===== src/rtl/seven_segment_scanner.sv =====
// Four-digit common-anode seven-segment scanner with a double-buffered value
// committed at frame boundaries. Optional leading-zero blanking via SEG_LZ_BLANK_EN.
module seven_segment_scanner #(
  parameter int CLK_DIV = 100000
) (
  input  logic        clk,
  input  logic        reset,
  input  logic [15:0] value,
  input  logic        load,
  input  logic [3:0]  dp_in,
  input  logic [3:0]  digit_en,
  output logic [3:0]  an,
  output logic        cg,
  output logic        cf,
  output logic        ce,
  output logic        cd,
  output logic        cc,
  output logic        cb,
  output logic        ca,
  output logic        dp,
  output logic        busy,
  output logic        frame_done
);

  localparam int PW = (CLK_DIV > 1) ? $clog2(CLK_DIV) : 1;
  localparam logic [PW-1:0] PRESCALE_LAST = PW'(CLK_DIV - 1);

  logic [PW-1:0] prescaler;
  logic [1:0]    idx;
  logic [15:0]   disp_val;
  logic [3:0]    disp_dp;
  logic [15:0]   pend_val;
  logic [3:0]    pend_dp;
  logic          pend_valid;
  logic [6:0]    seg;

  logic          tick;
  logic          boundary;
  logic [3:0]    nib;
  logic          blank;
  logic [3:0]    next_an;
  logic [6:0]    next_seg;
  logic          next_dp;

  assign tick     = (prescaler == PRESCALE_LAST);
  assign boundary = tick && (idx == 2'd3);
  assign busy     = pend_valid;
  assign {cg, cf, ce, cd, cc, cb, ca} = seg;

  function automatic logic [6:0] hex_to_seg(input logic [3:0] n);
    case (n)
      4'h0: hex_to_seg = 7'h40;
      4'h1: hex_to_seg = 7'h79;
      4'h2: hex_to_seg = 7'h24;
      4'h3: hex_to_seg = 7'h30;
      4'h4: hex_to_seg = 7'h19;
      4'h5: hex_to_seg = 7'h12;
      4'h6: hex_to_seg = 7'h02;
      4'h7: hex_to_seg = 7'h78;
      4'h8: hex_to_seg = 7'h00;
      4'h9: hex_to_seg = 7'h10;
      4'hA: hex_to_seg = 7'h08;
      4'hB: hex_to_seg = 7'h03;
      4'hC: hex_to_seg = 7'h46;
      4'hD: hex_to_seg = 7'h21;
      4'hE: hex_to_seg = 7'h06;
      default: hex_to_seg = 7'h0E;
    endcase
  endfunction

  // NOTE: every always_comb output gets a default first so no path can infer a latch.
  always_comb begin
    nib   = disp_val[{idx, 2'b00} +: 4];
    blank = 1'b0;
`ifdef SEG_LZ_BLANK_EN
    // A digit goes dark only if it and every digit above it are zero; digit 0 always shows.
    case (idx)
      2'd3:    blank = (disp_val[15:12] == 4'h0);
      2'd2:    blank = (disp_val[15:8]  == 8'h00);
      2'd1:    blank = (disp_val[15:4]  == 12'h000);
      default: blank = 1'b0;
    endcase
`endif
    next_an  = (digit_en[idx] && !blank) ? ~(4'b0001 << idx) : 4'b1111;
    next_dp  = blank | ~disp_dp[idx];
    next_seg = blank ? 7'h7F : hex_to_seg(nib);
  end

  // NOTE: sequential state uses non-blocking assignments so every register samples pre-edge values.
  always_ff @(posedge clk or posedge reset) begin
    if (reset) begin
      prescaler  <= '0;
      idx        <= 2'd0;
      disp_val   <= 16'h0000;
      disp_dp    <= 4'h0;
      pend_val   <= 16'h0000;
      pend_dp    <= 4'h0;
      pend_valid <= 1'b0;
    end else begin
      prescaler <= tick ? '0 : prescaler + 1'b1;
      if (tick) idx <= idx + 2'd1;
      if (boundary && pend_valid) begin
        disp_val <= pend_val;
        disp_dp  <= pend_dp;
      end
      // A load on the commit cycle refills pending; the commit above still sees the old contents.
      if (load) begin
        pend_val   <= value;
        pend_dp    <= dp_in;
        pend_valid <= 1'b1;
      end else if (boundary) begin
        pend_valid <= 1'b0;
      end
    end
  end

  always_ff @(posedge clk or posedge reset) begin
    if (reset) begin
      an         <= 4'b1111;
      seg        <= 7'h7F;
      dp         <= 1'b1;
      frame_done <= 1'b0;
    end else begin
      an         <= next_an;
      seg        <= next_seg;
      dp         <= next_dp;
      frame_done <= boundary;
    end
  end

endmodule

===== config.mk =====
export PLATFORM = sky130hd
export DESIGN_NAME = seven_segment_scanner
export DESIGN_NICKNAME = d
export VERILOG_FILES = /design/src/rtl/seven_segment_scanner.sv
export SDC_FILE = /design/constraint.sdc
export NUM_CORES = 1
export LEC_CHECK = 0
export CORE_MARGIN = 2
export CORE_UTILIZATION = 55
export DETAILED_ROUTE_END_ITERATION = 7
export PLACE_DENSITY = 0.81
export SLEW_MARGIN = 10
export SYNTH_ARGS = -nofsm -noshare
export SYNTH_HDL_FRONTEND = slang
export SYNTH_SLANG_ARGS = --single-unit

===== constraint.sdc =====
create_clock -name clk -period 2.79 [get_ports clk]
set_input_delay 0.279 -clock clk [delete_from_list [all_inputs] [get_ports clk]]
set_output_delay 0.279 -clock clk [all_outputs]
set_load 0.02 [all_outputs]

==> reports/results.txt, run 1 <==
ANT nets after route: 0
post-CTS setup buffers: 0
mapped cell area: 3310 um2
commonest cells after routing, fill and taps aside: dfrtp_1 (61), clkdlybuf4s50_1 (40), mux2_2 (22), mux2_4 (20), nand2_1 (14)
Cells after Synth: 235
Arrival @ worst endpoint: 2450 ps
DRT Pass-1 Iters: 4
Layout fillers: 433
Synth Register Bits: 73
Final Hold Vio Count: 0
first-pass GRT wire length: 9130 um
Register-to-Register Setup Slack: 580 ps
Post-synth EDFFs: 0
Max Clock Freq: 452 MHz
clk_lat worst skew: 350 ps
Lkg Pwr: 1.74 nW
Initial Util: 56.2%
Place WS: 595 ps
Max-slew headroom: 36.3%
Reg clk slew, reported paths: 80 ps
Mapped Avg Cell Area: 14.1 um2
WS Path Type: reg -> reg
status: finished, final reports clean
Worst path slowest cell: or4_4
share of post-route cells with drive strength above 1: 29.9%
Synth Warn #: 0
Setup Skew: 10.6 ps
min Tclk post-route: 2210 ps
Mapped Nets: 273
Die W: 81.6 um
row cnt: 28
vias in the first global route: 1845
Clock Sink Count: 73
fin crit share: 79.4%
commonest non-fill, non-tap cell in the layout: dfrtp_1
Worst Hold Slack: 307 ps
asr flop ratio synth: 100%
Synth cell types: 36
dpl cell area: 3760 um2
H-tree Lvls: 3
Worst Tran Pin Value: 952 ps
CP required: 3020 ps
dpl hpwl: 3870 um
final slew viol count: 0
unrepaired setup endpoints after global routing: false
hold crit path type: in -> async
Die Y: 81.6 um
CTS tree: done
CP Launch Type: flip-flop
root buf cell: clkbuf_8
drt total wl: 5570 um
DRC Markers: 0
worst-path cell chain: or4_4, nor4_4, and4_4, mux2_4
Die Footprint: 6660 um2
CTS max path bufs: 2
maximum VDD drop: 0.000457 V
Initial DRC Count: 71
vias per inst: 5.38
via count: 1932
Num CTS Buffers: 9
Max FO, Critical Path: 20
cell area after layout: 3970 um2
CP top delay family: simple AND/OR/NAND/NOR gates
Power Total: 2.08 mW
Setup-failing EPs final: 0
Setup TNS: 0 ps
Port Buf Inserts: 40
initial antenna violation count: 0
GRT Overall Usage: 18.9%
# hold bufs at CTS: 0
layout net count: 317
Critical Path Max Stage Delay: 560 ps
post_cts resized: 0
Final WS setup: 575 ps
WP buf/inv: 0
CP Capture Type: flip-flop
post-DR wirelength/cell: 15.5 um
Area growth syn-to-layout: 20.0%
Seq/Total Area, Yosys: 55.6%
I/O pin count: 41
largest net degree at the start of global routing: 49
Max Cap Viol: 0
top_reg_cell synth: dfrtp_1
Pwr Density: 523 nW/um2
GPL Wtd Cong: 0.851
total gr overflow: 0
core area: 5890 um2
antenna diode count: 0
[final cells by class]
type | instances | area (um2) | share of cell area (%)
clock buffer | 11 | 151 | 3.81
sequential | 73 | 1840 | 46.3
inverter | 8 | 30.0 | 0.756
clock inverter | 5 | 62.6 | 1.57
tap | 75 | 93.8 | 2.36
timing repair buffer | 41 | 420 | 10.6
multi-input combinational | 146 | 1370 | 34.6
[synth_stat cells (all sizes together), types with 4 or more instances]
cell type   n  area share, %
and2        4           0.79
and3        5            1.0
buf         4            1.5
clkbuf      4           0.45
dfrtp      61             46
dfstp      12            9.5
ha         11            4.2
inv         8           0.91
mux2       42             17
mux4        6            4.1
nand2      14            1.6
nand3       7            1.1
nand4       4           0.76
nor2       10            1.1
o21ai       4           0.60
xnor2       5            1.3
xor2        9            2.4
[layer usage]
layer	up-vias	GRT usage, %	part of all wire [%]
li1	917	-	-
met1	961	26.0	48
met2	46	28.6	47
met3	8	4.40	3.5
met4	0	9.00	1.7
met5	-	0	0
[where the power goes]
part           internal (mW)  switching, mW
sequential              1.09         0.0163
combinational         0.0639         0.0385
clock                  0.466          0.403
[worst paths after layout]
kind                                   startpoint                      end  depth (start not counted)
max                        prescaler[5]$_DFF_PP0_   disp_dp[2]$_DFFE_PP0P_                          4
min                                         reset  prescaler[12]$_DFF_PP0_                          2
max reg2reg                prescaler[5]$_DFF_PP0_   disp_dp[2]$_DFFE_PP0P_                          4
min reg2reg                prescaler[0]$_DFF_PP0_   prescaler[0]$_DFF_PP0_                          1
max in group asynchronous                   reset             dp$_DFF_PP1_                          3
min in group clk           prescaler[0]$_DFF_PP0_   prescaler[0]$_DFF_PP0_                          1
[cells by family (layout without fill, tap and decap cells)]
group                    count (synthesis)  after routing  share of synthesized area [%]
flip-flops                              73             73                           55.6
adder cells (fa/ha/maj)                 11             11                           4.16
AO/OA/AOI/OAI                           17             17                           3.40
AND/OR/NAND/NOR                         56             56                           9.60
multiplexers                            48             48                           20.6
buffers and inverters                   16             65                           2.87
XOR/XNOR                                14             14                           3.70
[flip-flops by register name, summed over array words and instances (netlist names)]
| register | flops |
|---|---|
| an | 4 |
| frame_done | 1 |
| prescaler | 17 |
| busy | 1 |
| pend_dp | 4 |
| idx | 2 |
| dp | 1 |
| pend_val | 16 |
| disp_dp | 4 |
| seg | 7 |
| disp_val | 16 |
[through the flow]
| stage | util (%) | instances |
|---|---|---|
| finish | 67.5 | 359 |
| global route | 67.5 | 359 |
| CTS | 67.5 | 359 |
| detailed placement | 63.9 | 343 |
| global placement | 63.9 | 343 |
| floorplan | - | 235 |
No activity file was read; power rests on OpenSTA's default activity.
==> run 2, diff against run 1 <==
clock period = 2.11 ns   (was 2.79 ns; I/O delays follow)
==> run 2 against run 1 <==
Combinational power is 37% higher; sequential share of layout area down 0.65 points; sequential cell count is the same.
==> reports/results.txt, run 2 (synthesized netlist as in run 1, its figures left out) <==
min Tclk post-route: 2010 ps
multi-input logic area: 1370 um2
clk_lat worst skew: 350 ps
max reg flops: 17
GRT Overall Usage: 19.9%
commonest cells after routing, fill and taps aside: dfrtp_1 (61), clkdlybuf4s50_1 (40), mux2_2 (22), mux2_4 (20), nand2_1 (14)
row cnt: 28
Setup Skew: 8.69 ps
Die Y: 81.6 um
commonest non-fill, non-tap cell in the layout: dfrtp_1
initial antenna violation count: 0
drt total wl: 5890 um
Port Buf Inserts: 40
post_cts resized: 0
Place WS: 106 ps
Layout fillers: 443
first-pass GRT wire length: 9690 um
H-tree Lvls: 3
Largest regs: prescaler (17), disp_val (16), pend_val (16)
post-CTS setup buffers: 0
Setup-failing EPs final: 0
Final WS setup: 95.4 ps
CTS max path bufs: 2
post-DR wirelength/cell: 16.1 um
total gr overflow: 0
share of post-route cells with drive strength above 1: 31.6%
final slew viol count: 0
via count: 1988
Max FO, Critical Path: 20
Arrival @ worst endpoint: 2250 ps
Lkg Pwr: 1.77 nW
Initial Util: 56.2%
dpl hpwl: 4220 um
status: finished, final reports clean
Setup TNS: 0 ps
GPL Wtd Cong: 0.835
Sequential Area: 1840 um2
CP Launch Type: flip-flop
Max Clock Freq: 496 MHz
CP required: 2340 ps
Die Footprint: 6660 um2
DRT Pass-1 Iters: 4
core area: 5890 um2
Final Hold Vio Count: 0
hold crit path type: in -> async
CP Capture Type: flip-flop
Most flops, register: prescaler
DRC Markers: 0
Clock Sink Count: 73
CTS tree: done
WS Path Type: reg -> reg
Die W: 81.6 um
maximum VDD drop: 0.000526 V
antenna diode count: 0
Initial DRC Count: 57
I/O pin count: 41
Reg clk slew, reported paths: 70 ps
vias per inst: 5.43
# hold bufs at CTS: 0
fin crit share: 95.5%
Max Cap Viol: 0
layout net count: 324
largest net degree at the start of global routing: 32
Area growth syn-to-layout: 21.7%
Power Total: 2.72 mW
Num CTS Buffers: 9
root buf cell: clkbuf_8
vias in the first global route: 2023
unrepaired setup endpoints after global routing: false
Pwr Density: 674 nW/um2
Worst Tran Pin Value: 539 ps
ANT nets after route: 0
Max-slew headroom: 64.0%
## run 2: worst paths after layout
path / start / to / slack, ps / cells past startpoint
worst max-delay path: prescaler[13]$_DFF_PP0_ / disp_val[3]$_DFFE_PP0P_ / 100 / 5
worst min-delay path: reset / idx[0]$_DFFE_PP0N_ / 230 / 2
worst max register to register: prescaler[13]$_DFF_PP0_ / disp_val[3]$_DFFE_PP0P_ / 100 / 5
worst min register to register: prescaler[0]$_DFF_PP0_ / prescaler[0]$_DFF_PP0_ / 480 / 1
max in group asynchronous: reset / prescaler[1]$_DFF_PP0_ / 1230 / 3
min in group clk: value[6] / pend_val[6]$_DFFE_PP0P_ / 470 / 2
## run 2: area by class of cell
class,instances,share of cell area (%)
repair buffers,48,12.0
inverters,8,0.745
clock inverters,6,1.68
well taps,75,2.33
clock buffers,10,3.42
multi-input cells,146,34.1
flip-flops and latches,73,45.7
## run 2: power by group
group	switching [mW]	internal [mW]
clock	0.534	0.580
sequential	0.0228	1.44
combinational	0.0533	0.0862
total	0.610	2.11
## run 2: worst max-delay path, cell delays in order, from the launching register on
cell     delay (ps)
dfrtp_1         420
or4_4           540
nor4_4          160
and4_4          270
buf_12          200
mux2_4          320
## run 2: stage by stage
stage / util, % / std cells / hold slack (ps) / instance area [um2]
after floorplan: - / 235 / 363 / 3310
after global placement: 65.0 / 350 / 459 / 3820
after detailed placement: 65.0 / 350 / 472 / 3820
after CTS: 68.5 / 366 / 243 / 4030
after global routing: 68.5 / 366 / 276 / 4030
final: 68.5 / 366 / 232 / 4030
## run 2: layer usage
layer,GRT usage (%),wire length [um],up-vias
li1,-,-,924
met4,10.2,158,0
met2,30.7,2880,48
met3,4.29,205,15
met5,0,0,-
met1,26.8,2650,1001
